$ cat src/rtl/fifo_pkg.sv
// Shared FIFO definitions: packer state encoding and default geometry.
package fifo_pkg;

   typedef logic [0:0] state_t;

   localparam state_t FILL = 1'b0;
   localparam state_t HOLD = 1'b1;

   localparam int FIFO_WIDTH    = 8;
   localparam int FIFO_LANES    = 4;
   localparam int FIFO_IDLE_MAX = 16;

endpackage

$ cat src/rtl/fifo_rd_packer.sv
// Packs LANES FIFO words into one wide word; o_valid rises one cycle after the last pop, flush or idle timeout.
// Backpressure: word held and popping stopped until i_ready; at best LANES+1 cycles per output word.
module fifo_rd_packer
   import fifo_pkg::*;
#(
   parameter int WIDTH    = FIFO_WIDTH,
   parameter int LANES    = FIFO_LANES,
   parameter int IDLE_MAX = FIFO_IDLE_MAX
) (
   input  logic                   i_clk,
   input  logic                   i_rst,
   input  logic                   i_fifo_empty,
   input  logic [WIDTH-1:0]       i_fifo_data,
   output logic                   o_fifo_rinc,
   output logic [WIDTH*LANES-1:0] o_data,
   output logic [LANES-1:0]       o_keep,
   output logic                   o_valid,
   input  logic                   i_ready,
   input  logic                   i_flush
);

   localparam int CNT_W  = $clog2(LANES);
   localparam int IDLE_W = (IDLE_MAX > 0) ? $clog2(IDLE_MAX + 1) : 1;

   localparam logic [CNT_W-1:0]  CNT_LAST  = CNT_W'(LANES - 1);
   localparam logic [IDLE_W-1:0] IDLE_LAST = IDLE_W'(IDLE_MAX - 1);

   state_t            state;
   logic [CNT_W-1:0]  cnt;
   logic [IDLE_W-1:0] idle;
   logic              pop;
   logic              timeout;

   assign pop         = (state == FILL) & ~i_fifo_empty & ~i_rst;
   assign o_fifo_rinc = pop;

   // Fires on the IDLE_MAX-th consecutive idle cycle, so o_valid follows one cycle later.
   assign timeout = (IDLE_MAX != 0) && (idle == IDLE_LAST);

   always_ff @(posedge i_clk or posedge i_rst) begin
      if (i_rst) begin
         state   <= FILL;
         cnt     <= '0;
         idle    <= '0;
         o_data  <= '0;
         o_keep  <= '0;
         o_valid <= 1'b0;
      end else if (state == HOLD) begin
         if (i_ready) begin
            state   <= FILL;
            cnt     <= '0;
            idle    <= '0;
            o_data  <= '0;
            o_keep  <= '0;
            o_valid <= 1'b0;
         end
      end else if (pop) begin
         o_data[cnt*WIDTH +: WIDTH] <= i_fifo_data;
         o_keep[cnt]                <= 1'b1;
         idle                       <= '0;
         if ((cnt == CNT_LAST) || i_flush) begin
            state   <= HOLD;
            cnt     <= '0;
            o_valid <= 1'b1;
         end else begin
            cnt <= cnt + CNT_W'(1);
         end
      end else if (cnt != '0) begin
         if (i_flush || timeout) begin
            state   <= HOLD;
            cnt     <= '0;
            idle    <= '0;
            o_valid <= 1'b1;
         end else if (IDLE_MAX != 0) begin
            idle <= idle + IDLE_W'(1);
         end
      end else begin
         idle <= '0;
      end
   end

endmodule
$ cat config.mk
export PLATFORM = sky130hd
export DESIGN_NAME = fifo_rd_packer
export DESIGN_NICKNAME = d
export VERILOG_FILES = /design/src/rtl/fifo_pkg.sv /design/src/rtl/fifo_rd_packer.sv
export SDC_FILE = /design/constraint.sdc
export NUM_CORES = 1
export LEC_CHECK = 0
export CAP_MARGIN = 20
export CORE_UTILIZATION = 39
export CTS_BUF_LIST = sky130_fd_sc_hd__clkbuf_16
export DETAILED_ROUTE_END_ITERATION = 12
export PLACE_DENSITY = 0.66
export SKIP_CTS_REPAIR_TIMING = 1
export SLEW_MARGIN = 20
export SYNTH_ARGS = -nofsm -noshare
export SYNTH_HDL_FRONTEND = slang
export SYNTH_SLANG_ARGS = --single-unit
$ cat constraint.sdc
create_clock -name i_clk -period 2.7 [get_ports i_clk]
set_clock_uncertainty 0.05 [all_clocks]
set_input_delay 0.405 -clock i_clk [delete_from_list [all_inputs] [get_ports i_clk]]
set_output_delay 0.405 -clock i_clk [all_outputs]
set_load 0.005 [all_outputs]
==> summary.md <==
| Metric | Value |
|---|---|
| Status | `finished clean` |
| Htree depth | `2` |
| Setup WS pre-CTS | `0.374 ns` |
| EDFF count, synth | `0` |
| FF-to-FF path depth | `3` |
| DR iter-0 viols | `114` |
| Top_reg_cell synth | `dfrtp_1` |
| CP peak stage delay | `0.56 ns` |
| Post-layout nets | `272` |
| Gpl congestion | `0.768` |
| Logic pwr share | `25.0%` |
| Critical path peak fanout | `6` |
| Capturing point of the worst reg2reg path | `o_data[29]` |
| Synth Net Count | `218` |
| Setup crit end | `o_fifo_rinc` |
| Worst-case clock buffer depth | `2` |
| Final Total Pwr | `1.81 mW` |
| Final hold vios | `0` |
| Hold path start | `o_data[16]` |
| Final worst slack | `0.485 ns` |
| Stages on worst setup path | `3` |
| Initial core utilization | `41.3%` |
| Setup TNS Final | `0 ns` |
| MaxCap Viol Count | `0` |
| Cell mode on critical path | `clkdlybuf4s50_1` |
| Die area | `5360 sq um` |
| I/O Buffers | `50` |
| Vias per cell | `4.92` |
| Clk Latency, worst-skew pair | `0.27 ns` |
| Post-Syn Area | `1980 sq um` |
| Worst endpoint required time | `2.25 ns` |
| First-pass GRT wire length | `7.27 mm` |
| Flops & latches, synth | `45` |
| CTS sink cnt | `45` |
| VDD IR max | `351 uV` |
| Setup CP Type | `in -> out` |
| LEAKAGE | `1.20 nW` |
| Slew @ Worst Pin | `0.950 ns` |
| Overflow after GRT | `0` |
| Crit-path cells | `clkdlybuf4s50_1 -> nor3_4 -> clkdlybuf4s50_1` |
| P_sw | `0.523 mW` |
| Endpoints failing setup | `0` |
| Reg power frac | `44.4%` |
| Synth warn | `0` |
| Die Span X | `73.2 microns` |
| Fin area | `2680 sq um` |
| Power per cell area | `676 nW/um^2` |
| Fmax achieved | `451 MHz` |
| DP Area | `2540 sq um` |
| Clock share of power | `30.6%` |
| Async set-reset flop share out of synthesis | `100%` |
| Largest net degree at the start of global routing | `46` |
| Sequential area share after synthesis | `57.0%` |
| Sw Ratio | `28.9%` |
| Crit path max-delay family | `buffers and inverters` |
| RSZ-0062 raised after global routing | `false` |
| Pint | `1.29 mW` |
| Tmin final | `2.22 ns` |
| Num rows | `25` |
| Clock transition at path regs | `0.06 ns` |
| Global Route Usage Sum | `17.9%` |
| Worst min path class | `reg -> reg` |
| Crit. End Element | `output port` |
| Worst slew margin | `36.7%` |
| Routed Antenna Nets | `0` |
| Core area | `4790 sq um` |
| DRC Markers | `0` |
| Buf/Inv on CP | `2` |
| Synth top area cells | `dfrtp_1, nand2_1, o21ai_0, ha_1, a22o_1` |
| Wire per inst | `13.4 microns` |
| R2r setup slk | `0.72 ns` |
| Slowest CP cell | `clkdlybuf4s50_1` |
| Root Buffer | `clkbuf_16` |
| # diodes | `0` |
| Setup crit start | `i_fifo_empty` |
| Die Height | `73.2 microns` |
| Vias | `1,571` |
| Tcrit/Tclk final | `82.0%` |
| Syn-to-layout area delta | `35.4%` |
| Vias in the first global route | `1,508` |
| Routed wire length | `4.27 mm` |
| Worst EP arrival | `1.76 ns` |
| Crit start category | `input port` |
| Commonest cells in the netlist | `dfrtp_1, nand2_1, o21ai_0, inv_1` |
| TritonCTS clock tree | `yes` |
| Yosys cell types | `29` |
| Fin cells | `319` |
| Cells after Synth | `198` |
| Syn avg cell area | `9.98 sq um` |
| TritonCTS Buffers | `5` |
| Initial antenna violation count | `0` |
| Post-synth top area share | `57.0%` |
| Reg2reg start | `state` |
| DP Wirelength | `3.12 mm` |
| Placed insts | `312` |
| Synth area leader | `dfrtp_1` |
| First-pass iteration count of the detailed router | `4` |
| Max-slew violations | `0` |
| Ports | `51` |
| Layout cell share with drive strength beyond 1 | `5.16%` |
==> how the worst min path moves through the flow <==
stage,to,depth (start not counted)
final,o_data[16],2
after global routing,o_data[16],2
after CTS,o_data[16],2
after detailed placement,o_data[16],2
after global placement,o_data[16],2
after floorplan,o_data[16],2
==> worst min-delay path, cell delays in order (launching register included) <==
cell and delay [ns]:
dfrtp_1 0.34, nand2_1 0.05, o31ai_1 0.05
==> sequential cells by signal (all words and copies together), names as in the netlist <==
signal   cells
o_keep       4
idle         5
cnt          2
o_data      32
o_valid      1
state        1
==> layout by cell type (no fill, tap or decap), drive strengths merged, types with 2 or more instances in the layout <==
cell type	instances
mux2	2
a22o	9
nand3	3
o31ai	8
clkdlybuf4s50	50
and2	2
clkbuf	5
ha	7
inv	14
buf	3
nand2	45
nor3	2
nor2	11
o21ai	23
dfrtp	45
a21oi	12
==> final cells by class <==
cell class / instances / area, sq um
multi-input cells: 134 / 762
repair buffers: 53 / 523
fillers: 435 / 2110
flip-flops and latches: 45 / 1130
clock buffers: 5 / 125
clock inverters: 2 / 7.51
well taps: 67 / 83.8
inverters: 13 / 48.8
==> through the flow <==
stage                     hold slack [ns]  utilization [%]
final                               0.427             55.9
after global routing                0.448             55.9
after CTS                           0.432             55.9
after detailed placement            0.418             53.2
after global placement              0.411             53.2
after floorplan                     0.420                -
==> power by group through the flow <==
stage | Sequential (mW) | Combinational, mW | Clock (mW)
3_3_place_gp | 0.812 | 0.452 | 0
4_1_cts | 0.803 | 0.457 | 0.569
3_5_place_dp | 0.815 | 0.455 | 0
5_1_grt | 0.812 | 0.513 | 0.598
2_1_floorplan | 0.800 | 0.267 | 0
6_report | 0.802 | 0.452 | 0.554
==> cells by family (layout without fill, tap and decap cells) <==
logic type	after synthesis	after routing	synth area share [%]
fa+ha+maj	7	7	4.43
buf+inv	19	73	4.49
simple gates	71	71	16.2
compound gates	54	54	16.8
flops	45	45	57.0
mux	2	2	1.14
==> routing by layer <==
layer / routed length [microns] / up-vias / GRT usage (%) / part of all wire (%)
li1: - / 782 / - / -
met3: 198 / 8 / 3.73 / 4.6
met5: 0 / - / 0 / 0
met2: 1880 / 46 / 27.0 / 44
met1: 2110 / 735 / 25.6 / 50
met4: 68 / 0 / 6.54 / 1.6
(Power assumes the default switching activity.)
